**config.mk**
```make
export PLATFORM = sky130hd
export DESIGN_NAME = stopwatch_time_counter
export DESIGN_NICKNAME = d
export VERILOG_FILES = /design/src/rtl/stopwatch_pkg.sv /design/src/rtl/stopwatch_time_counter_bcd_digit_counter.sv /design/src/rtl/stopwatch_time_counter.sv
export SDC_FILE = /design/constraint.sdc
export NUM_CORES = 1
export LEC_CHECK = 0
export CAP_MARGIN = 5
export CORE_UTILIZATION = 35
export DETAILED_ROUTE_END_ITERATION = 7
export SYNTH_ARGS = -nofsm -noshare
export SYNTH_HDL_FRONTEND = slang
export SYNTH_SLANG_ARGS = --single-unit
```
**constraint.sdc**
```tcl
create_clock -name clk -period 2.75 [get_ports clk]
set_clock_uncertainty 0.2 [all_clocks]
set_input_delay 0.4125 -clock clk [delete_from_list [all_inputs] [get_ports clk]]
set_output_delay 0.4125 -clock clk [all_outputs]
set_load 0.02 [all_outputs]
```
**src/rtl/stopwatch_pkg.sv**
```systemverilog
// Shared stopwatch constants: BCD digit limits and control FSM state encodings.
// Latency: n/a (declarations only).
// Backpressure: n/a.
package stopwatch_pkg;

    localparam int DIGIT_W = 4;

    localparam logic [DIGIT_W-1:0] SEC_TENS_MAX = 4'd5;
    localparam logic [DIGIT_W-1:0] BCD_MAX      = 4'd9;

    // Run/pause/reset states shared by the control FSM and the display logic
    typedef enum logic [1:0] {
        RES   = 2'd0,
        RUN   = 2'd1,
        PAUSE = 2'd2
    } sw_state_t;

    // Next value of a BCD digit that wraps to zero after max
    function automatic logic [DIGIT_W-1:0] bcd_next(input logic [DIGIT_W-1:0] q,
                                                    input logic [DIGIT_W-1:0] max);
        return (q == max) ? '0 : q + DIGIT_W'(1);
    endfunction

endpackage

```
**src/rtl/stopwatch_time_counter_bcd_digit_counter.sv**
```systemverilog
// One BCD time digit counting 0..MAX, with a combinational carry out for chaining.
// Latency: q updates on the edge after inc; carry is same-cycle.
// Backpressure: none; clr overrides inc, hold when neither is set.
module bcd_digit_counter
    import stopwatch_pkg::*;
#(
    parameter logic [DIGIT_W-1:0] MAX = BCD_MAX
) (
    input  logic               clk,
    input  logic               rst,
    input  logic               clr,
    input  logic               inc,
    output logic [DIGIT_W-1:0] q,
    output logic               carry
);

    logic [DIGIT_W-1:0] q_q;
    logic [DIGIT_W-1:0] q_d;

    // Next digit value: clear first, then step with wrap, otherwise hold
    always_comb begin
        q_d = q_q;
        if (clr) begin
            q_d = '0;
        end else if (inc) begin
            q_d = bcd_next(q_q, MAX);
        end
    end

    // Digit register with synchronous reset
    always_ff @(posedge clk) begin
        if (rst) begin
            q_q <= '0;
        end else begin
            q_q <= q_d;
        end
    end

    assign q     = q_q;
    assign carry = inc & (q_q == MAX);

endmodule

```
**src/rtl/stopwatch_time_counter.sv**
```systemverilog
// Seconds prescaler plus MM:SS BCD time counter with one-cycle sec_tick/rollover pulses.
// Latency: digits and pulses update one cycle after the terminal prescaler edge.
// Backpressure: none; count_en=0 holds all state, clear zeroes it.
module stopwatch_time_counter
    import stopwatch_pkg::*;
#(
    parameter int CLK_DIV = 100_000_000
) (
    input  logic               clk,
    input  logic               rst,
    input  logic               count_en,
    input  logic               clear,
    output logic [DIGIT_W-1:0] sec_ones,
    output logic [DIGIT_W-1:0] sec_tens,
    output logic [DIGIT_W-1:0] min_ones,
    output logic [DIGIT_W-1:0] min_tens,
    output logic               sec_tick,
    output logic               rollover
);

    localparam int PW = (CLK_DIV > 1) ? $clog2(CLK_DIV) : 1;
    localparam logic [PW-1:0] PRE_LAST = PW'(CLK_DIV - 1);

    logic [PW-1:0] pre_q, pre_d;
    logic          sec_tick_q, sec_tick_d;
    logic          rollover_q, rollover_d;

    logic          pre_term;
    logic          sec_inc;
    logic          c_so, c_st, c_mo, c_mt;

    // A second completes on an enabled cycle at the last prescaler count; clear cancels it
    assign pre_term = count_en & (pre_q == PRE_LAST);
    assign sec_inc  = pre_term & ~clear;

    // Prescaler and pulse next-state; pause keeps the partial second
    always_comb begin
        pre_d      = pre_q;
        sec_tick_d = sec_inc;
        rollover_d = c_mt;
        if (clear) begin
            pre_d = '0;
        end else if (count_en) begin
            pre_d = pre_term ? '0 : pre_q + PW'(1);
        end
    end

    // Prescaler and pulse registers with synchronous reset
    always_ff @(posedge clk) begin
        if (rst) begin
            pre_q      <= '0;
            sec_tick_q <= 1'b0;
            rollover_q <= 1'b0;
        end else begin
            pre_q      <= pre_d;
            sec_tick_q <= sec_tick_d;
            rollover_q <= rollover_d;
        end
    end

    bcd_digit_counter #(.MAX(BCD_MAX)) u_sec_ones (
        .clk(clk), .rst(rst), .clr(clear), .inc(sec_inc), .q(sec_ones), .carry(c_so)
    );

    bcd_digit_counter #(.MAX(SEC_TENS_MAX)) u_sec_tens (
        .clk(clk), .rst(rst), .clr(clear), .inc(c_so), .q(sec_tens), .carry(c_st)
    );

    bcd_digit_counter #(.MAX(BCD_MAX)) u_min_ones (
        .clk(clk), .rst(rst), .clr(clear), .inc(c_st), .q(min_ones), .carry(c_mo)
    );

    // Carry out of the top digit marks the 99:59 -> 00:00 wrap
    bcd_digit_counter #(.MAX(BCD_MAX)) u_min_tens (
        .clk(clk), .rst(rst), .clr(clear), .inc(c_mo), .q(min_tens), .carry(c_mt)
    );

    assign sec_tick = sec_tick_q;
    assign rollover = rollover_q;

endmodule

```
Word level (Yosys, flattened, before mapping)
Index checks and enable logic that the tools add are counted.
Cells by class
  $add $sub $neg: 5
  eq/ne operators: 5
  multiplexer cells: 5
  bitwise gates (word level): 7
  reduce and logical (&&, ||, !) cells: 1
Operators with widths (count)
  $add 27x1->27 const B: 1
  $eq 27x27->1 const B: 1
  $mux 27: 1
  $add 4x1->4 const B: 4
  $mux 4: 4
  $eq 4x4->1 const B: 3
  $and 1x1->1: 6
  $eq 4x3->1 const B: 1
  $reduce_or 2->1: 1
  $not 1->1: 1
Storage, ports and cells
  flip-flop bits (word level): 45
  input port bits: 4
  output and inout bits: 18
  word-level logic and storage cells: 30

Logic depth before layout (Yosys ltp)
Gate-level depths: netlist (run 1).
  depth after elaboration: 7
  mapped depth: 8
  mapped depth without buffers: 6

Modules after synthesis
Synthesis (run 1) repeated with hierarchy kept, for this count alone.
Second synthesis, totals
  cells, all modules: 245
  area total of the unflattened synthesis: 2184.6 µm²
By module, submodules not included
  stopwatch_time_counter: instances 1, cells an instance 166, area an instance 1431.4 µm², seq. area each 580.6 µm²
  bcd_digit_counter at u_min_ones ...: instances 3, cells an instance 20, area an instance 188.9 µm², seq. area each 80.1 µm²
  bcd_digit_counter at u_sec_tens: instances 1, cells an instance 19, area an instance 186.4 µm², seq. area each 80.1 µm²

Worst setup path after synthesis (run 1)
Ideal clock, no wire load.
  path kind: reg2reg
  start: register pre_q[0]
  end: register u_sec_ones.q_q[1] (netlist: u_sec_ones.q[1])
  setup time: 70 ps
  data arrival time: 2143 ps
  required time: 2480 ps
  path slack: 336 ps
  cell stages (with the launch flop): 8
  buffers on the path: 1
  clock period less this slack: 2414 ps
  path through: dfxtp_1 ha_1 nand4_2 or4_4 or2_1 buf_6 or4_1 a21oi_1
Between the ends
  word-level cells in the longest chain between the ends: 3
RTL lines
  from (decl): line stopwatch_time_counter.sv:24  | logic [PW-1:0] pre_q, pre_d;
  from (signal assigned): line stopwatch_time_counter.sv:55  | pre_q <= pre_d;
  $eq 27x27->1: line stopwatch_time_counter.sv:33  | assign pre_term = count_en & (pre_q == PRE_LAST);
  $and 1x1->1: line stopwatch_time_counter.sv:33
  $and 1x1->1: line stopwatch_time_counter.sv:34  | assign sec_inc = pre_term & ~clear;
  to (signal assigned): line stopwatch_time_counter_bcd_digit_counter.sv:35  | q_q <= q_d;
  to (decl): line stopwatch_time_counter_bcd_digit_counter.sv:17  | logic [DIGIT_W-1:0] q_q;
No other way between the ends.
A chain may end at the register's enable or synchronous reset.

Final worst setup path (run 1)
  start: register pre_q[0]
  end: register u_min_tens.q_q[3] (netlist: u_min_tens.q[3])
Between the ends
  word-level cells in the longest chain between the ends: 6
RTL lines
  $eq 27x27->1: line stopwatch_time_counter.sv:33
  $and 1x1->1: line stopwatch_time_counter.sv:33
  $and 1x1->1: line stopwatch_time_counter.sv:34
  $and 1x1->1 (3 in series): line stopwatch_time_counter_bcd_digit_counter.sv:40  | assign carry = inc & (q_q == MAX);
  to (signal assigned): line stopwatch_time_counter_bcd_digit_counter.sv:35
  to (decl): line stopwatch_time_counter_bcd_digit_counter.sv:17
No other way between the ends.

==> metrics.txt, run 1 <==
outcome finished clean; Detailed Place HPWL 3550 microns; worst setup path end u_min_tens.q[3]$_SDFFE_PP0P_; most frequent cell after synthesis dfxtp_1; Compound-Gate Fraction of Synth Area 0.0680; Final Max Slew Viols 0; vias in the first global route approximately 1,800; Top Ports 22; all-layer global routing usage 0.163; Max Cap Violations 0; CP max FO 5; Max VDD drop 0.184 mV; post-synthesis area per instance 8.36 sq um; Finish-stage setup viols 0; met2 global-route usage 0.254; CTS Hold Buffers Added 0; Final period util 0.927; largest net degree at the start of global routing 25; PD cells 440 nW/um^2; routed length per instance ~13 microns; antenna diode instance count 0; Core Rows 28; initial antenna violation count 0; total die area 6800 sq um; worst-margin pin slew around 0.5 ns; Ys Warns 0; Nets 308; Req. time, crit path 2.75 ns; minimum clock period between 2 and 3 ns; GR Layer Usage met3 0.0363; area share of the largest cell type after synthesis 0.398; CTS Buffer Depth 2; GRT overflow 0; CTS H-Tree Depth 2; Yosys cell types 42; Crit. Startpoint pre_q[0]$_SDFFE_PP0P_; Final GP Congestion 0.820; sequential area share after synthesis 0.398; Leak 0.875 nW; area post-placement 2630 sq um; first-pass GRT wire length 8470 microns; CTS tree built; clk slew on worst S/H paths 0.09 ns; Synth Area in XOR/XNOR 0.0967; DRT iter0 DRCs 80; Residual DRC 0; Area contributors post-synth dfxtp_1 (40%), xnor2_1 (7.0%), nor2_1 (5.6%); CP endpoint kind flop; Top Usage Layer GRT met2; Sink Count 45; fin area approximately 2700 sq um; RR Endpoint u_min_tens.q[3]$_SDFFE_PP0P_; commonest cells in the netlist dfxtp_1 (45), nor2_1 (34), xnor2_1 (18); post-synth top area cell dfxtp_1; number of vias per cell 5.31; vias after detailed routing 2,013; Rel. slew slack 0.664; worst r2r src pre_q[0]$_SDFFE_PP0P_; WS Path Type reg -> reg; total CTS buffers 5; Starting Density 0.372; post-CTS sizing 0; Hold WC Path Type reg -> reg; post-placement worst setup slack -0.0447 ns; Post-synth EDFFs 0; mux cell area share after synthesis 0.0133; clock root cell clkbuf_8; final hold vios 0; RSZ-0062 raised after global routing false; synth-to-layout area growth 21.3%; postcts setup bufs 0; Setup crit start kind flop; Routed Antenna Nets 0; simple-gate portion of the synthesized area 0.379; Total Wirelength 4910 microns; Die Span Y 82.4 microns; FF-to-FF setup slack 0.20 ns; Cells after Synth 271; DR pass1 iterations 4; Die X 82.4 microns; CP arrival 2.55 ns; Global Route met1 Usage 0.221; Netlist Area Pre-Place 2260 sq um; Mapped Nets approximately 280; Buffers on Ports 21; max frequency 392 MHz; Async S/R FF share, synth 0; Reg2Reg Depth 6; layout cells sized above 1 0.0954; final worst slack 0.200 ns; Synth Flop Type dfxtp_1; Synth Area in Adders 0.00552; largest family of logic cells by synthesized area simple AND/OR/NAND/NOR gates; worst skew pair latency ~0.3 ns; register bit total from synthesis 45; core box area 6100 sq um
[power by group]
group	total (W)	switching, W	internal [W]	leakage (nW)
Sequential	0.000653	0.00000110	0.000652	0.362
Clock	0.000522	0.000226	0.000296	0.0585
Combinational	0.0000319	0.0000179	0.0000140	0.454
[how the worst min path moves through the flow]
stage | start | to | depth (start not counted)
after floorplan | pre_q[1]$_SDFFE_PP0P_ | pre_q[1]$_SDFFE_PP0P_ | 2
after global placement | u_sec_tens.q[0]$_SDFFE_PP0N_ | u_sec_tens.q[0]$_SDFFE_PP0N_ | 2
after detailed placement | u_sec_tens.q[0]$_SDFFE_PP0N_ | u_sec_tens.q[0]$_SDFFE_PP0N_ | 2
after CTS | u_sec_tens.q[0]$_SDFFE_PP0N_ | u_sec_tens.q[0]$_SDFFE_PP0N_ | 2
after global routing | u_min_ones.q[0]$_SDFFE_PP0N_ | u_min_ones.q[0]$_SDFFE_PP0N_ | 2
final | u_sec_tens.q[0]$_SDFFE_PP0N_ | u_sec_tens.q[0]$_SDFFE_PP0N_ | 2
[stage by stage]
step / std cells / TNS [ns] / power [W] / hold WS (ns) / util
after CTS: 379 / 0 / 0.00123 / 0.295 / 0.451
after global routing: 379 / 0 / 0.00125 / 0.337 / 0.451
after detailed placement: 371 / -0.0447 / 0.000700 / 0.283 / 0.431
after global placement: 371 / -0.0389 / 0.000700 / 0.271 / 0.431
final: 379 / 0 / 0.00121 / 0.290 / 0.451
after floorplan: 271 / 0 / 0.000684 / 0.271 / -
[layout make-up]
| type | instances | area (sq um) |
|---|---|---|
| fill | 601 | 3350 |
| multi-input combinational | 206 | 1270 |
| sequential | 45 | 901 |
| timing repair buffer | 34 | 320 |
| tap | 75 | 93.8 |
| clock buffer | 7 | 86.3 |
| inverter | 11 | 41.3 |
| clock inverter | 1 | 30.0 |
[sequential cells by signal, indices dropped and copies added (netlist names)]
signal        flops
u_min_tens.q      4
pre_q            27
u_sec_tens.q      4
sec_tick          1
u_min_ones.q      4
u_sec_ones.q      4
rollover          1
[layout by cell type (no fill, tap or decap), types with 11 or more instances in the layout]
cell / instances
and3_1: 13
nand3_1: 17
buf_4: 12
dfxtp_1: 45
nand4_1: 16
inv_1: 11
nand2_1: 17
xnor2_1: 18
nor2_1: 34
a21oi_1: 15
clkdlybuf4s50_1: 21
[worst max-delay path, cell delays in order, from the launching register on]
cell and delay [ns]:
dfxtp_1 0.41, ha_1 0.24, nand4_2 0.14, or4_4 0.57, nor4_1 0.46, mux2i_1 0.13, or2_2 0.30
[logic make-up after synthesis]
group | Yosys count
AOI/OAI and AO/OA | 27
DFF | 45
xor gates and xnor gates | 25
and+or+nand+nor | 150
adders and majority gates | 1
buffers and inverters | 20
muxes | 3
[routing by layer]
| metal | vias to the layer above | routed length (microns) |
|---|---|---|
| met5 | - | 0 |
| met4 | 0 | 61 |
| met3 | 7 | 155 |
| met2 | 29 | 2170 |
| met1 | 938 | 2520 |
| li1 | 1039 | - |
Power figures use the tool's default switching activity.
==> run 2: changes to the inputs <==
- PLACE_DENSITY: not set -> 0.59
==> metrics.txt, run 2 (same netlist as run 1, synthesis figures left out) <==
outcome finished clean; Routed Antenna Nets 0 (unchanged); Max Cap Violations 0 (unchanged); PD cells 439 nW/um^2 (-0.16%); Die X 82.4 microns (unchanged); CP arrival 2.51 ns (-0.04 ns); clock root cell clkbuf_8; Nets 308 (unchanged); routed length per instance 13.2 microns (+1.5%); Layout fillers 602 (+0.17%); all-layer global routing usage 0.162 (-0.000465); Sink Count 45 (unchanged); Finish-stage setup viols 0 (unchanged); Max stage delay on crit path 0.56 ns (about the same); Pwr Total 0.00121 W (-0.16%); largest net degree at the start of global routing 25 (unchanged); vias after detailed routing 2,002 (-0.55%); CP endpoint kind flop; Buffers on Ports 21 (unchanged); total die area 6800 sq um (unchanged); final hold vios 0 (unchanged); layout cells sized above 1 0.0954 (unchanged); Biggest register pre_q; Req. time, crit path 2.79 ns (+0.04 ns); Die Span Y 82.4 microns (unchanged); most frequent cells in the layout dfxtp_1 (45), nor2_1 (34), clkdlybuf4s50_1 (21); Rel. slew slack 0.674 (+0.00972); worst-margin pin slew 0.488 ns (-0.0110 ns); antenna diode instance count 0 (unchanged); Final Max Slew Viols 0 (unchanged); Leak 0.875 nW (unchanged); vias in the first global route 1,813 (+2.1%); RSZ-0062 raised after global routing false; fin area 2750 sq um (unchanged); DRT iter0 DRCs 63 (-21%); postcts setup bufs 0 (unchanged); Buffers & Inverters on Critical Path 0 (unchanged); total CTS buffers 5 (unchanged); initial antenna violation count 0 (unchanged); CP max-delay cell or4_4; WS Path Type reg -> reg; commonest non-fill, non-tap cell in the layout dfxtp_1; final sum of negative setup slack 0 ns (unchanged); CTS tree built; Final period util 0.898 (-0.0295); core box area 6100 sq um (unchanged); Detailed Place HPWL 3610 microns (+1.7%); Core Rows 28 (unchanged); Starting Density 0.372 (unchanged); number of vias per cell 5.28 (-0.55%); CTS Hold Buffers Added 0 (unchanged); FF-to-FF setup slack 0.28 ns (+0.08 ns); post-route insts no fill 379 (unchanged); max reg flops 27 (unchanged); worst skew pair latency 0.30 ns (about the same); post-CTS sizing 0 (unchanged); GRT overflow 0 (unchanged); Final GP Congestion 0.800 (-2.4%); clk slew on worst S/H paths 0.08 ns (about the same); CTS H-Tree Depth 2 (unchanged); Worst path top cell family by delay simple AND/OR/NAND/NOR gates; max frequency 405 MHz (+3.3%); Total Wirelength 4990 microns (+1.5%); area post-placement 2630 sq um (unchanged); Setup crit start kind flop; CP max FO 5 (unchanged); placed insts 371 (unchanged); Hold WC Path Type reg -> reg; CTS Buffer Depth 2 (unchanged); worst-path cell chain ha_1 > nand4_2 > or4_4 > or2_1 > or4_1 > a21oi_1; minimum clock period 2.47 ns (-0.0811 ns); Top Ports 22 (unchanged); synth-to-layout area growth 21.3% (unchanged); Max VDD drop 0.177 mV (-4.0%); first-pass GRT wire length 8340 microns (-1.5%); DR pass1 iterations 6 (+2); Residual DRC 0 (unchanged)
==> run 2: worst paths after layout <==
check / start / end / cells past startpoint
worst max-delay path: pre_q[0]$_SDFFE_PP0P_ / u_sec_ones.q[1]$_SDFFE_PP0N_ / 6
worst min register to register: u_sec_tens.q[0]$_SDFFE_PP0N_ / u_sec_tens.q[0]$_SDFFE_PP0N_ / 2
worst max register to register: pre_q[0]$_SDFFE_PP0P_ / u_sec_ones.q[1]$_SDFFE_PP0N_ / 6
worst min-delay path: u_sec_tens.q[0]$_SDFFE_PP0N_ / u_sec_tens.q[0]$_SDFFE_PP0N_ / 2
==> run 2: where the power goes <==
part           switching [W]  total (W)  internal [W]
combinational      0.0000182  0.0000321     0.0000140
clock               0.000224   0.000520      0.000296
sequential        0.00000109   0.000653      0.000652
==> run 2: cell type report <==
type                            instances  area, sq um  share of cell area
Clock buffer                            7         86.3              0.0314
Clock inverter                          1         30.0              0.0109
Inverter                               11         41.3              0.0150
Multi-Input combinational cell        206         1270               0.464
Sequential cell                        45          901               0.328
Tap cell                               75         93.8              0.0342
Timing Repair Buffer                   34          320               0.117
==> run 2: worst reg2reg max path, cell delays in order, from the launching register on <==
cell	delay, ns
dfxtp_1	0.40
ha_1	0.23
nand4_2	0.14
or4_4	0.56
or2_1	0.26
or4_1	0.47
a21oi_1	0.14
==> run 2: per-layer routing <==
layer,vias up,GRT usage,wire length (microns)
li1,1039,-,-
met1,924,0.215,2580
met2,30,0.255,2170
met3,9,0.0374,151
met4,0,0.0614,91
met5,-,0,0
==> run 2: through the flow <==
stage	worst slack [ns]	util	hold WS [ns]
after floorplan	0.336	-	0.271
after global placement	-0.00187	0.431	0.272
after detailed placement	0.00951	0.431	0.285
after CTS	0.271	0.451	0.298
after global routing	0.105	0.451	0.336
final	0.281	0.451	0.295
